**src/rtl/rv64i_control_fsm.sv**
```systemverilog
// Multi-cycle control sequencer for the RV64I core: fetch, decode, execute, memory, write-back.
// Strobes are decoded from the state register and the registered instruction class.
module rv64i_control_fsm #(
    parameter int unsigned MEM_TIMEOUT = 255
) (
    input  logic        CLK,
    input  logic        RST_N,
    output logic        IMemReq,
    input  logic        IMemAck,
    input  logic [31:0] IMemData,
    output logic [31:0] Instruction,
    output logic [11:0] Instruction_TYPE,
    input  logic        BranchTaken,
    output logic        DMemReq,
    output logic        DMemWe,
    input  logic        DMemAck,
    output logic        AluSrcA,
    output logic        AluSrcB,
    output logic [1:0]  WbSel,
    output logic        RegWrite,
    output logic        PcWrite,
    output logic        PcSel,
    output logic        Retired,
    output logic        Halted,
    output logic [1:0]  HaltCause
);

    typedef enum logic [2:0] {
        StFetch, StDecode, StExecute, StMem, StWb, StHalt
    } state_e;

    localparam int TyOp = 0, TyOp32 = 1, TyLoad = 2, TyOpImm = 3, TyOpImm32 = 4, TyJalr = 5;
    localparam int TyStore = 6, TyBranch = 7, TyLui = 8, TyAuipc = 9, TyJal = 10, TyShImm = 11;
    localparam logic [7:0] TimeoutCnt = MEM_TIMEOUT[7:0];

    state_e      state_q, state_d;
    logic [31:0] ir_q, ir_d;
    logic [11:0] type_q, type_d, type_dec;
    logic [1:0]  cause_q, cause_d;
    logic [7:0]  cnt_q, cnt_d;
    logic        is_fence, legal, is_shift, wait_ack;

    always_comb begin
        type_dec = '0;
        is_fence = 1'b0;
        is_shift = (ir_q[14:12] == 3'b001) || (ir_q[14:12] == 3'b101);
        case (ir_q[6:0])
            7'b0110011: type_dec[TyOp]   = 1'b1;
            7'b0111011: type_dec[TyOp32] = 1'b1;
            7'b0000011: type_dec[TyLoad] = 1'b1;
            7'b0010011: begin
                if (is_shift) type_dec[TyShImm] = 1'b1;
                else          type_dec[TyOpImm] = 1'b1;
            end
            7'b0011011: begin
                if (is_shift) type_dec[TyShImm]  = 1'b1;
                else          type_dec[TyOpImm32] = 1'b1;
            end
            7'b1100111: type_dec[TyJalr]   = 1'b1;
            7'b0100011: type_dec[TyStore]  = 1'b1;
            7'b1100011: type_dec[TyBranch] = 1'b1;
            7'b0110111: type_dec[TyLui]    = 1'b1;
            7'b0010111: type_dec[TyAuipc]  = 1'b1;
            7'b1101111: type_dec[TyJal]    = 1'b1;
            7'b0001111: is_fence = 1'b1;
            default: ;
        endcase
        legal = (|type_dec) || is_fence;
    end

    always_comb begin
        state_d  = state_q;
        ir_d     = ir_q;
        type_d   = type_q;
        cause_d  = cause_q;
        cnt_d    = cnt_q;
        IMemReq  = 1'b0;
        DMemReq  = 1'b0;
        DMemWe   = 1'b0;
        AluSrcA  = 1'b0;
        AluSrcB  = 1'b0;
        WbSel    = 2'd0;
        RegWrite = 1'b0;
        PcWrite  = 1'b0;
        PcSel    = 1'b0;
        Retired  = 1'b0;
        wait_ack = (state_q == StFetch) ? IMemAck : DMemAck;

        case (state_q)
            StFetch: begin
                // Gated by reset so the request stays low while RST_N is asserted.
                IMemReq = RST_N;
                if (IMemAck) begin
                    ir_d    = IMemData;
                    state_d = StDecode;
                end
            end
            StDecode: begin
                type_d = type_dec;
                if (!legal) begin
                    cause_d = 2'd1;
                    state_d = StHalt;
                end else begin
                    state_d = StExecute;
                end
            end
            StExecute: begin
                AluSrcA = type_q[TyAuipc] | type_q[TyJal];
                AluSrcB = type_q[TyLoad] | type_q[TyOpImm] | type_q[TyOpImm32] | type_q[TyShImm]
                        | type_q[TyStore] | type_q[TyJalr] | type_q[TyAuipc] | type_q[TyJal]
                        | type_q[TyLui];
                if (type_q[TyBranch]) begin
                    PcWrite = 1'b1;
                    PcSel   = BranchTaken;
                    Retired = 1'b1;
                    state_d = StFetch;
                end else if (type_q[TyLoad] || type_q[TyStore]) begin
                    state_d = StMem;
                end else begin
                    state_d = StWb;
                end
            end
            StMem: begin
                DMemReq = 1'b1;
                DMemWe  = type_q[TyStore];
                if (DMemAck) begin
                    if (type_q[TyStore]) begin
                        PcWrite = 1'b1;
                        Retired = 1'b1;
                        state_d = StFetch;
                    end else begin
                        state_d = StWb;
                    end
                end
            end
            StWb: begin
                RegWrite = |type_q;
                WbSel    = type_q[TyLoad] ? 2'd1 :
                           (type_q[TyJal] | type_q[TyJalr]) ? 2'd2 : 2'd0;
                PcWrite  = 1'b1;
                PcSel    = type_q[TyJal] | type_q[TyJalr];
                Retired  = 1'b1;
                state_d  = StFetch;
            end
            StHalt: ;
            default: state_d = StHalt;
        endcase

        // Acknowledge arriving in the timeout cycle takes priority over the halt.
        if ((state_q == StFetch || state_q == StMem) && !wait_ack) begin
            if (cnt_q == TimeoutCnt) begin
                cause_d = 2'd2;
                state_d = StHalt;
            end else begin
                cnt_d = cnt_q + 8'd1;
            end
        end
        if (state_d != state_q) cnt_d = '0;
    end

    always_ff @(posedge CLK or negedge RST_N) begin
        if (!RST_N) begin
            state_q <= StFetch;
            ir_q    <= '0;
            type_q  <= '0;
            cause_q <= '0;
            cnt_q   <= '0;
        end else begin
            state_q <= state_d;
            ir_q    <= ir_d;
            type_q  <= type_d;
            cause_q <= cause_d;
            cnt_q   <= cnt_d;
        end
    end

    assign Instruction      = ir_q;
    assign Instruction_TYPE = type_q;
    assign Halted           = (state_q == StHalt);
    assign HaltCause        = cause_q;

endmodule

```
**config.mk**
```make
export PLATFORM = sky130hd
export DESIGN_NAME = rv64i_control_fsm
export DESIGN_NICKNAME = d
export VERILOG_FILES = /design/src/rtl/rv64i_control_fsm.sv
export SDC_FILE = /design/constraint.sdc
export NUM_CORES = 1
export LEC_CHECK = 0
export BUFFER_PORTS_ARGS = -buffer_cell sky130_fd_sc_hd__buf_2
export CORE_MARGIN = 2
export CORE_UTILIZATION = 40
export CTS_CLUSTER_DIAMETER = 60
export DETAILED_ROUTE_END_ITERATION = 8
export PLACE_DENSITY = 0.73
export SLEW_MARGIN = 5
export SYNTH_ARGS = -nofsm -noshare
export SYNTH_HDL_FRONTEND = slang
export SYNTH_SLANG_ARGS = --single-unit
export TNS_END_PERCENT = 5
```
**constraint.sdc**
```tcl
create_clock -name CLK -period 2.8 [get_ports CLK]
set_clock_uncertainty 0.2 [all_clocks]
set_input_delay 0.28 -clock CLK [delete_from_list [all_inputs] [get_ports CLK]]
set_output_delay 0.28 -clock CLK [all_outputs]
set_load 0.02 [all_outputs]
```
==> flow_summary_export.csv <==
group,metric,value,unit
final_layout,area_growth_syn_to_layout,38.74,%
final_layout,post-route-util,56.89,%
clock_tree,cts_buffers,9,
sta,slew_viol_final,0,
setup_path,cp-end-kind,"flip-flop",
clock_tree,cts.sinks,57,
logic_synthesis,synth_area,2755,µm²
grt,grt_antenna_before_repair,0,
die,die_y,87.00,µm
logic_synthesis,synth_cell_type_count,49,
setup_path,arrival,2.27,ns
setup_path,crit_family,"simple AND/OR/NAND/NOR gates",
sta,fmax,447.3,MHz
clock_tree,ctsHoldBuffers,33,
die,row_count,30,
routing,drtIter0Drc,175,
setup_path,worstPathCellList,"nor2b_1, a21oi_2, nor4_1, xnor2_1, nor4_1",
routing,num_vias,2336,
logic_synthesis,syn_avg_cell_area,11.72,µm²
logic_synthesis,synthTopCellsByArea,"dfrtp_1 (52%), mux2_2 (13%), o21ai_0 (2.5%)",
routing,wl_per_cell,14.77,µm
place,gp_congestion,0.8214,
sta,rsz0062_at_grt,"false",
grt,grt_max_degree,58,
final_layout,diodes,0,
setup_path,cp_data_required_time,2.83,ns
routing,ant_nets,0,
setup_path,worst-path-buf-inv,0,
logic_synthesis,synth_most_common_cell,"dfrtp_1",
logic_synthesis,async_flop_share,100.0,%
pwr,p_leak,1.936,nW
sta,hold_viol_final,0,
place,dp_hpwl,4370,µm
clock_tree,clk_pin_slew_worst_paths,0.06,ns
sta,post-route-period-util,79.85,%
grt,grt_pass1_vias,2264,
logic_synthesis,synth-seq-cells,57,
status,status,"completed",
grt,grt_pass1_wl,10900,µm
final_layout,fillers,569,
setup_path,path_max_fanout,11,
grt,grt_remaining_overflow,0,
grt,grt.total_usage,18.50,%
logic_synthesis,synth_top_area_share,51.77,%
die,die_x,87.00,µm
sta,setup_viol,0,
die,fp.coreArea,6719,µm²
sta,tightest_slew,0.7202,ns
pwr,p_per_area,483.9,nW/µm²
hold_path,min_path_type,"in2reg",
pwr,ir_worst_vdd,403.8,µV
routing,dr.pass1.iters,4,
logic_synthesis,synth_largest_area_cell,"dfrtp_1",
sta,relSlewSlack,51.99,%
logic_synthesis,synth_edf_count,0,
setup_path,critPathKind,"reg2reg",
clock_tree,tritoncts,"built",
clock_tree,cts_resized,0,
die,die_area,7568,µm²
place,portBuffers,94,
clock_tree,cts_root_buf,"clkbuf_8",
die,io_pins,95,
logic_synthesis,synth_ff_type,"dfrtp_1",
logic_synthesis,synthCells,235,
final_layout,nets,402,
routing,finalWirelength,6633,µm
clock_tree,cts_setup_buffers,0,
setup_path,cp-start-kind,"flip-flop",
sta,period_needed,2.236,ns
setup_path,crit_path_frequent_cell,"nor4_1",
routing,drc_errors,0,
flow_run,max-cap-violations,0,
sta,fin_tns_setup,0,ns
logic_synthesis,yosysSeqAreaShare,51.77,%
routing,vias_per_cell,5.203,
logic_synthesis,yosys_warnings,0,
final_layout,drive_gt1_share,43.36,%
clock_tree,htreeDepth,3,
clock_tree,clk_latency,0.33,ns
sta,hold_slack,0.2824,ns
die,start_util,41.01,%
setup_path,crit_slowest_cell,"dfrtp_1",
logic_synthesis,mappedNetlistNets,273,
logic_synthesis,ys_top_cells_by_count,"dfrtp_1 (57), mux2_2 (31), nand2_1 (18), o21ai_0 (14), nor2_1 (12)",
clock_tree,cts_max_path_buffers,2,
setup_path,max_stage_delay,0.57,ns
==> cell type report <==
class                   instances  area (µm²)  share of cell area (%)
clock buffers                  11       141.4                   3.699
clock inverters                 5       102.6                   2.684
inverters                       3       11.26                  0.2946
multi-input cells             163        1217                   31.85
flip-flops and latches         57        1426                   37.32
well taps                      80       100.1                   2.619
repair buffers                130       823.3                   21.54
==> kinds of logic (layout without fill, tap and decap cells) <==
| family | Yosys count | in the layout | synth area share (%) |
|---|---|---|---|
| xor gates and xnor gates | 7 | 7 | 2.225 |
| DFF | 57 | 57 | 51.77 |
| AOI/OAI and AO/OA | 37 | 37 | 10.72 |
| and+or+nand+nor | 86 | 86 | 17.76 |
| adders and majority gates | 1 | 1 | 0.4541 |
| buffers and inverters | 15 | 149 | 4.042 |
| muxes | 32 | 32 | 13.03 |
==> stage by stage <==
stage / std cells / instance area, µm² / setup WS [ns] / total power [W]
global route: 449 / 3822 / 0.3345 / 0.001913
finish: 449 / 3822 / 0.5642 / 0.001850
CTS: 449 / 3822 / 0.5661 / 0.001869
detailed placement: 400 / 3248 / 0.6514 / 0.0008909
global placement: 400 / 3248 / 0.6589 / 0.0008901
floorplan: 235 / 2755 / 0.7051 / 0.0008461
==> worst paths after layout <==
path / depth (start not counted) / end / from / slack, ns
max: 5 / cnt_q[7]$_DFFE_PN0P_ / state_q[1]$_DFF_PN0_ / 0.56
min: 4 / state_q[0]$_DFF_PN0_ / IMemAck / 0.28
max reg2reg: 5 / cnt_q[7]$_DFFE_PN0P_ / state_q[1]$_DFF_PN0_ / 0.56
min reg2reg: 1 / Instruction[26]$_DFFE_PN0P_ / Instruction[26]$_DFFE_PN0P_ / 0.30
max in group asynchronous: 3 / Instruction_TYPE[0]$_DFFE_PN0P_ / RST_N / 1.48
min in group asynchronous: 3 / state_q[0]$_DFF_PN0_ / RST_N / 0.43
==> worst min-delay path: stages <==
cell and delay (ns):
buf_2 0.13, a22o_1 0.16, a22oi_1 0.09, nand3_1 0.11
==> layout by cell type (no fill, tap or decap), drive strengths merged, types with 9 or more instances in the layout <==
cell / synthesis / layout
nor2: 12 / 12
nand2: 18 / 18
buf: 9 / 97
mux2: 31 / 31
clkbuf: 3 / 11
o21ai: 14 / 14
nor4: 12 / 12
dfrtp: 57 / 57
dlygate4sd3: 0 / 33
nor3: 9 / 9
==> metal layers <==
layer	vias up	wire length (µm)	global-route usage, %
li1	1117	-	-
met1	1133	2869	24.02
met2	79	3322	29.98
met3	7	355	4.739
met4	0	86	6.534
met5	-	0	0
==> power breakdown <==
| part | internal (W) | total [W] | switching, W |
|---|---|---|---|
| clock network | 0.000614 | 0.000939 | 0.000325 |
| logic | 0.0000509 | 0.0000851 | 0.0000342 |
| registers | 0.000825 | 0.000826 | 0.000000956 |
| total | 0.00149 | 0.00185 | 0.000360 |
==> flip-flops by register name, summed over array words and instances, names as in the netlist <==
| name | flops |
|---|---|
| Instruction | 32 |
| Instruction_TYPE | 12 |
| cnt_q | 8 |
| state_q | 3 |
| HaltCause | 2 |
(Power assumes the default switching activity.)
